File: src/rtl/mem_io_responder_if.sv
// ============================================================================
// Module  : mem_io_responder_if
// Brief   : Core data bus, BRAM port and UART byte streams of mem_io_responder
// Revision: 1.0
// ============================================================================
`default_nettype none

interface mem_io_responder_if;
  logic [31:0] adr;
  logic [31:0] writedata;
  logic        memwrite;
  logic        req;
  logic [31:0] readdata;
  logic [19:0] bram_addra;
  logic        bram_wea;
  logic [31:0] bram_dina;
  logic [31:0] bram_douta;
  logic [7:0]  tx_data;
  logic        tx_valid;
  logic        tx_ready;
  logic [7:0]  rx_data;
  logic        rx_valid;
  logic        rx_ready;

  modport slave (
    input  adr, writedata, memwrite, req, bram_douta, tx_ready, rx_data, rx_valid,
    output readdata, bram_addra, bram_wea, bram_dina, tx_data, tx_valid, rx_ready
  );

  modport master (
    output adr, writedata, memwrite, req, bram_douta, tx_ready, rx_data, rx_valid,
    input  readdata, bram_addra, bram_wea, bram_dina, tx_data, tx_valid, rx_ready
  );
endinterface

`default_nettype wire

File: src/rtl/mem_io_responder.sv
// ============================================================================
// Module  : mem_io_responder
// Brief   : Data-bus responder splitting accesses between BRAM and a UART MMIO page
// Revision: 1.0
// ============================================================================
`default_nettype none

module mem_io_responder #(
  parameter int         TX_DEPTH  = 16,
  parameter int         RX_DEPTH  = 16,
  parameter logic [3:0] IO_NIBBLE = 4'hF
) (
  input  logic              clk,
  input  logic              rstn,
  mem_io_responder_if.slave bus
);

  localparam int TX_AW = $clog2(TX_DEPTH);
  localparam int TX_CW = TX_AW + 1;
  localparam int RX_AW = $clog2(RX_DEPTH);
  localparam int RX_CW = RX_AW + 1;

  logic       w_io_sel;
  logic [1:0] w_reg;
  logic       w_unused_adr;

  assign w_io_sel     = (bus.adr[31:28] == IO_NIBBLE);
  assign w_reg        = bus.adr[3:2];
  assign w_unused_adr = ^{bus.adr[27:22], bus.adr[1:0]};

  assign bus.bram_addra = bus.adr[21:2];
  assign bus.bram_wea   = bus.memwrite & ~w_io_sel;
  assign bus.bram_dina  = bus.writedata;

  // ---------------- TX FIFO (core -> UART transmitter) ----------------
  logic [7:0]       r_tx_mem [TX_DEPTH];
  logic [TX_AW-1:0] r_tx_wp;
  logic [TX_AW-1:0] r_tx_rp;
  logic [TX_CW-1:0] r_tx_cnt;
  logic             r_ovf;
  logic             w_tx_full, w_tx_empty, w_tx_pop, w_tx_wr, w_tx_push, w_stat_wr;

  assign w_tx_full  = (r_tx_cnt == TX_CW'(TX_DEPTH));
  assign w_tx_empty = (r_tx_cnt == '0);
  assign w_tx_pop   = ~w_tx_empty & bus.tx_ready;
  assign w_tx_wr    = bus.req & bus.memwrite & w_io_sel & (w_reg == 2'd0);
  // A write into a full FIFO still lands if the transmitter frees a slot this cycle
  assign w_tx_push  = w_tx_wr & (~w_tx_full | w_tx_pop);
  assign w_stat_wr  = bus.req & bus.memwrite & w_io_sel & (w_reg == 2'd2);

  assign bus.tx_valid = ~w_tx_empty;
  assign bus.tx_data  = r_tx_mem[r_tx_rp];

  always_ff @(posedge clk) begin
    if (w_tx_push) r_tx_mem[r_tx_wp] <= bus.writedata[7:0];
  end

  always_ff @(posedge clk or negedge rstn) begin
    if (!rstn) begin
      r_tx_wp  <= '0;
      r_tx_rp  <= '0;
      r_tx_cnt <= '0;
      r_ovf    <= 1'b0;
    end else begin
      if (w_tx_push) r_tx_wp <= r_tx_wp + TX_AW'(1);
      if (w_tx_pop)  r_tx_rp <= r_tx_rp + TX_AW'(1);
      case ({w_tx_push, w_tx_pop})
        2'b10:   r_tx_cnt <= r_tx_cnt + TX_CW'(1);
        2'b01:   r_tx_cnt <= r_tx_cnt - TX_CW'(1);
        default: r_tx_cnt <= r_tx_cnt;
      endcase
      if (w_stat_wr)                 r_ovf <= 1'b0;
      else if (w_tx_wr & ~w_tx_push) r_ovf <= 1'b1;
    end
  end

  // ---------------- RX FIFO (UART receiver -> core) ----------------
  logic [7:0]       r_rx_mem [RX_DEPTH];
  logic [RX_AW-1:0] r_rx_wp;
  logic [RX_AW-1:0] r_rx_rp;
  logic [RX_CW-1:0] r_rx_cnt;
  logic             w_rx_full, w_rx_empty, w_rx_push, w_rx_rd, w_rx_pop;

  assign w_rx_full  = (r_rx_cnt == RX_CW'(RX_DEPTH));
  assign w_rx_empty = (r_rx_cnt == '0);
  assign w_rx_push  = bus.rx_valid & ~w_rx_full;
  assign w_rx_rd    = bus.req & ~bus.memwrite & w_io_sel & (w_reg == 2'd1);
  assign w_rx_pop   = w_rx_rd & ~w_rx_empty;

  assign bus.rx_ready = ~w_rx_full;

  always_ff @(posedge clk) begin
    if (w_rx_push) r_rx_mem[r_rx_wp] <= bus.rx_data;
  end

  always_ff @(posedge clk or negedge rstn) begin
    if (!rstn) begin
      r_rx_wp  <= '0;
      r_rx_rp  <= '0;
      r_rx_cnt <= '0;
    end else begin
      if (w_rx_push) r_rx_wp <= r_rx_wp + RX_AW'(1);
      if (w_rx_pop)  r_rx_rp <= r_rx_rp + RX_AW'(1);
      case ({w_rx_push, w_rx_pop})
        2'b10:   r_rx_cnt <= r_rx_cnt + RX_CW'(1);
        2'b01:   r_rx_cnt <= r_rx_cnt - RX_CW'(1);
        default: r_rx_cnt <= r_rx_cnt;
      endcase
    end
  end

  // ---------------- Read path: one-cycle latency for both regions ----------------
  logic [31:0] w_status;
  logic [31:0] w_io_rdata;
  logic        r_sel;
  logic [31:0] r_io_rdata;

  assign w_status = {8'h00, 8'(r_tx_cnt), 8'(r_rx_cnt), 4'h0,
                     r_ovf, w_tx_empty, ~w_tx_full, ~w_rx_empty};

  always_comb begin
    w_io_rdata = '0;
    case (w_reg)
      2'd1:    if (!w_rx_empty) w_io_rdata = {24'h0, r_rx_mem[r_rx_rp]};
      2'd2:    w_io_rdata = w_status;
      default: w_io_rdata = '0;
    endcase
  end

  always_ff @(posedge clk or negedge rstn) begin
    if (!rstn) begin
      r_sel      <= 1'b0;
      r_io_rdata <= '0;
    end else begin
      r_sel      <= w_io_sel;
      r_io_rdata <= w_io_rdata;
    end
  end

  assign bus.readdata = r_sel ? r_io_rdata : bus.bram_douta;

endmodule

`default_nettype wire

File: src/flat_wrapper.sv
// flat-port wrapper written by rule: the top's interface ports become plain ports
module mem_io_responder_flat 
#(
  parameter int         TX_DEPTH  = 16,
  parameter int         RX_DEPTH  = 16,
  parameter logic [3:0] IO_NIBBLE = 4'hF
)
  (clk, rstn, bus_adr, bus_writedata, bus_memwrite, bus_req, bus_bram_douta, bus_tx_ready, bus_rx_data, bus_rx_valid, bus_readdata, bus_bram_addra, bus_bram_wea, bus_bram_dina, bus_tx_data, bus_tx_valid, bus_rx_ready);
  mem_io_responder_if bus_i ();
  input  logic clk;
  input  logic rstn;
  input wire logic [$bits(bus_i.adr)-1:0] bus_adr;
  input wire logic [$bits(bus_i.writedata)-1:0] bus_writedata;
  input wire logic [$bits(bus_i.memwrite)-1:0] bus_memwrite;
  input wire logic [$bits(bus_i.req)-1:0] bus_req;
  input wire logic [$bits(bus_i.bram_douta)-1:0] bus_bram_douta;
  input wire logic [$bits(bus_i.tx_ready)-1:0] bus_tx_ready;
  input wire logic [$bits(bus_i.rx_data)-1:0] bus_rx_data;
  input wire logic [$bits(bus_i.rx_valid)-1:0] bus_rx_valid;
  output wire logic [$bits(bus_i.readdata)-1:0] bus_readdata;
  output wire logic [$bits(bus_i.bram_addra)-1:0] bus_bram_addra;
  output wire logic [$bits(bus_i.bram_wea)-1:0] bus_bram_wea;
  output wire logic [$bits(bus_i.bram_dina)-1:0] bus_bram_dina;
  output wire logic [$bits(bus_i.tx_data)-1:0] bus_tx_data;
  output wire logic [$bits(bus_i.tx_valid)-1:0] bus_tx_valid;
  output wire logic [$bits(bus_i.rx_ready)-1:0] bus_rx_ready;
  assign bus_i.adr = bus_adr;
  assign bus_i.writedata = bus_writedata;
  assign bus_i.memwrite = bus_memwrite;
  assign bus_i.req = bus_req;
  assign bus_i.bram_douta = bus_bram_douta;
  assign bus_i.tx_ready = bus_tx_ready;
  assign bus_i.rx_data = bus_rx_data;
  assign bus_i.rx_valid = bus_rx_valid;
  assign bus_readdata = bus_i.readdata;
  assign bus_bram_addra = bus_i.bram_addra;
  assign bus_bram_wea = bus_i.bram_wea;
  assign bus_bram_dina = bus_i.bram_dina;
  assign bus_tx_data = bus_i.tx_data;
  assign bus_tx_valid = bus_i.tx_valid;
  assign bus_rx_ready = bus_i.rx_ready;
  mem_io_responder #(.TX_DEPTH(TX_DEPTH), .RX_DEPTH(RX_DEPTH), .IO_NIBBLE(IO_NIBBLE)) u_core (.clk(clk), .rstn(rstn), .bus(bus_i));
endmodule
File: config.mk
export PLATFORM = sky130hd
export DESIGN_NAME = mem_io_responder_flat
export DESIGN_NICKNAME = d
export VERILOG_FILES = /design/src/rtl/mem_io_responder_if.sv /design/src/rtl/mem_io_responder.sv /design/src/flat_wrapper.sv
export SDC_FILE = /design/constraint.sdc
export NUM_CORES = 1
export LEC_CHECK = 0
export BUFFER_PORTS_ARGS = -buffer_cell sky130_fd_sc_hd__buf_2
export CORE_MARGIN = 2
export CORE_UTILIZATION = 57
export DETAILED_ROUTE_END_ITERATION = 12
export GPL_ROUTABILITY_DRIVEN = 0
export PLACE_DENSITY = 0.8
export SYNTH_ARGS = -nofsm -noshare
export SYNTH_HDL_FRONTEND = slang
export SYNTH_SLANG_ARGS = --single-unit
File: constraint.sdc
create_clock -name clk -period 3.7 [get_ports clk]
set_input_delay 0.74 -clock clk [delete_from_list [all_inputs] [get_ports clk]]
set_output_delay 0.74 -clock clk [all_outputs]
set_load 0.005 [all_outputs]
==> reports/results.ini <==
[run_status]
status = complete, no violations

[floorplan]
die_h_um = 153.5
ios = 205
fp.coreArea_sq_um = 21890
rows = 54
dieArea_sq_um = 23560
initial_core_util_pct = 58.18
die_w_um = 153.5

[synthesis]
yosys_warnings = 0
synth_seq_cells = 302
post-synth-top-count-cell = edfxtp_1
synth-seq-area-share_pct = 69.40
synth_area_per_cell_sq_um = 18.27
mappedNetlistNets = 829
synthTopCellsByArea = edfxtp_1 60%, mux4_2 13%, dfrtp_1 9.0%
ys_async_sr_fraction_pct = 15.23
yosysTopAreaCell = edfxtp_1
ys.flop_type = edfxtp_1
synth_common_cells = 256 x edfxtp_1, 72 x mux4_2, 57 x buf_4, 46 x dfrtp_1, 34 x nor2_1
synth_edf_count = 256
ys_types = 42
yosys.area.top_type_share_pct = 60.36
synth_cells = 697
netlist_area_sq_um = 12740

[final_layout]
nNetsFinal = 911
multi_input_area_sq_um = 3291
n_fill_cell = 1398
finish.utilization_pct = 64.87
drive_gt1_share_pct = 34.58
area_delta_synth_final_pct = 11.49
insertedDiodeCount = 0
regArea_sq_um = 8840
stdcell_area_sq_um = 14200

[global_routing]
grt.overflow.total = 0
grt_usage_pct = 22.19
grt_pass1_vias = 6806
grt_pass1_wl_um = 39610
antenna_found_initial = 0
grt_max_degree = 47

[clock_network]
clk_pin_slew_worst_paths_ps = 60
post_cts_resized = 0
cts.sinks = 302
cts_max_level = 1
root_buffer = clkbuf_16
cts_hold_buf = 0
post_cts_buffers = 0
cts_tree = done
cts_buffers = 28
clockBufferDepth = 3
insertion_delay_ps = 540

[setup_path]
startpoint_type = flip-flop
cp.arrival_ps = 2450
worstSetupEndpointType = output pin
cp_common_cell = mux4_2
crit_chain = buf_12 > mux4_2 > mux4_2 > buf_2
critPathMaxStageDelay_ps = 620
worst_path_dominant_cell_family = multiplexers
crit_required_ps = 2960
crit_fanout = 26
cp.buffers_inverters = 2
crit_type = reg -> out
cpMaxStageDelayCell = dfrtp_1

[route]
wl_met2_um = 13200
drtIter0Drc = 670
finalWirelength_um = 26190
dr.max_layer_used = met4
drt-pass1-iter-count = 5
wl_met1_um = 10260
drc = 0
met3_wirelength_um = 2291
final_antenna_net_count = 0
vias_per_cell = 6.069
vias = 6561
wire_per_inst_um = 24.23

[place]
io_buffer_count = 112
dp_hpwl_um = 16840
dpl-instance-area_sq_um = 13310

[timing]
tightestPinTransition_ps = 1084
fmax_mhz = 313.0
setup_viol = 0
slew_headroom_pct = 27.70
min_period_ps = 3194
fin_tns_setup_ps = 0
rsz0062_at_grt = false
period_share_pct = 86.34
finalHoldViolCount = 0
drv_slew = 0
skew_ps = 14.55

[power_and_ir_drop]
p_switching_w = 0.002309
clkPwrFrac_pct = 31.5
power_density_nw_per_um2 = 620.5
swShare_pct = 26.20
comb_power_share_pct = 20.3
power_leakage_nw = 5.033
ir_drop_mv = 0.3326
p_seq_share_pct = 48.2
power.internal_w = 0.006502

[run]
maxCapViolCount = 0

[worst_hold_path]
hold_class = in -> async

-- cells by family (layout without fill, tap and decap cells) --
family	count (synthesis)	after routing	synth area share (%)
AO/OA/AOI/OAI	27	27	1.503
XOR/XNOR	20	20	1.375
adder cells (fa/ha/maj)	22	22	2.279
buffers and inverters	100	204	4.765
flip-flops	302	302	69.40
multiplexers	111	111	16.06
AND/OR/NAND/NOR	115	115	4.617
-- routing by layer --
layer,up-vias,track usage [%]
met5,-,0
met4,0,5.330
met3,35,4.877
met2,354,37.63
met1,3380,29.78
li1,2792,-
-- cells in the final DEF, fill, tap and decap left out, types with 6 or more instances in the layout --
cell type | netlist | routed
clkinv_2 | 0 | 6
mux4_2 | 72 | 72
clkbuf_16 | 0 | 29
nor2b_1 | 17 | 17
buf_2 | 8 | 112
mux2_2 | 19 | 19
inv_1 | 16 | 16
mux2i_1 | 18 | 18
ha_1 | 20 | 20
and2_1 | 11 | 11
nand2_1 | 23 | 23
nor3_1 | 9 | 9
xnor2_1 | 16 | 16
o21ai_0 | 6 | 6
dfrtp_1 | 46 | 45
nor2_1 | 34 | 34
edfxtp_1 | 256 | 256
clkbuf_1 | 12 | 10
buf_4 | 57 | 22
-- worst paths after layout --
check	startpoint	endpoint	slack, ps	depth (start not counted)
worst min-delay path	rstn	u_core.r_tx_rp[2]$_DFFE_PN0P_	400	1
max in group asynchronous	rstn	u_core.r_tx_rp[0]$_DFFE_PN0P_	2570	1
worst max-delay path	u_core.r_tx_rp[1]$_DFFE_PN0P_	bus_tx_data[1]	510	4
min in group clk	bus_memwrite	u_core.r_ovf$_DFFE_PN0P_	460	2
worst min register to register	u_core.r_rx_rp[3]$_DFFE_PN0P_	u_core.r_rx_rp[3]$_DFFE_PN0P_	520	1
worst max register to register	u_core.r_rx_cnt[1]$_DFFE_PN0P_	u_core.r_rx_cnt[4]$_DFFE_PN0P_	520	12
-- state kept, by name (all words and copies together), names as in the netlist --
signal and flops:
u_core.r_tx_wp 4, u_core.r_tx_mem 128, u_core.r_sel 1, u_core.r_rx_mem 128
u_core.r_ovf 1, u_core.r_io_rdata 18, u_core.r_rx_rp 4, u_core.r_tx_cnt 5
u_core.r_rx_cnt 5, u_core.r_rx_wp 4, u_core.r_tx_rp 4
-- cell type report --
cell class / instances / share of cell area (%)
clock buffer: 43 / 5.763
inverter: 16 / 0.4229
tap: 280 / 2.467
sequential: 302 / 62.25
clock inverter: 9 / 0.5287
multi-input combinational: 295 / 23.17
timing repair buffer: 136 / 5.393
-- power groups by stage --
stage / clock [W] / sequential [W] / combinational, W
floorplan: 0 / 0.00414 / 0.00142
global placement: 0 / 0.00427 / 0.00174
detailed placement: 0 / 0.00430 / 0.00180
CTS: 0.00281 / 0.00424 / 0.00182
global route: 0.00294 / 0.00428 / 0.00195
finish: 0.00277 / 0.00424 / 0.00179
-- through the flow --
step / hold slack, ps / total power (W) / cells / setup WS (ps)
2_1_floorplan: 444.4 / 0.005554 / 697 / 476.0
3_5_place_dp: 500.6 / 0.006103 / 1029 / 332.8
5_1_grt: 450.8 / 0.009163 / 1081 / 226.6
6_report: 399.9 / 0.008811 / 1081 / 505.6
3_3_place_gp: 479.7 / 0.006009 / 1029 / 417.2
4_1_cts: 429.0 / 0.008866 / 1081 / 486.7
No activity file was read; power rests on OpenSTA's default activity.
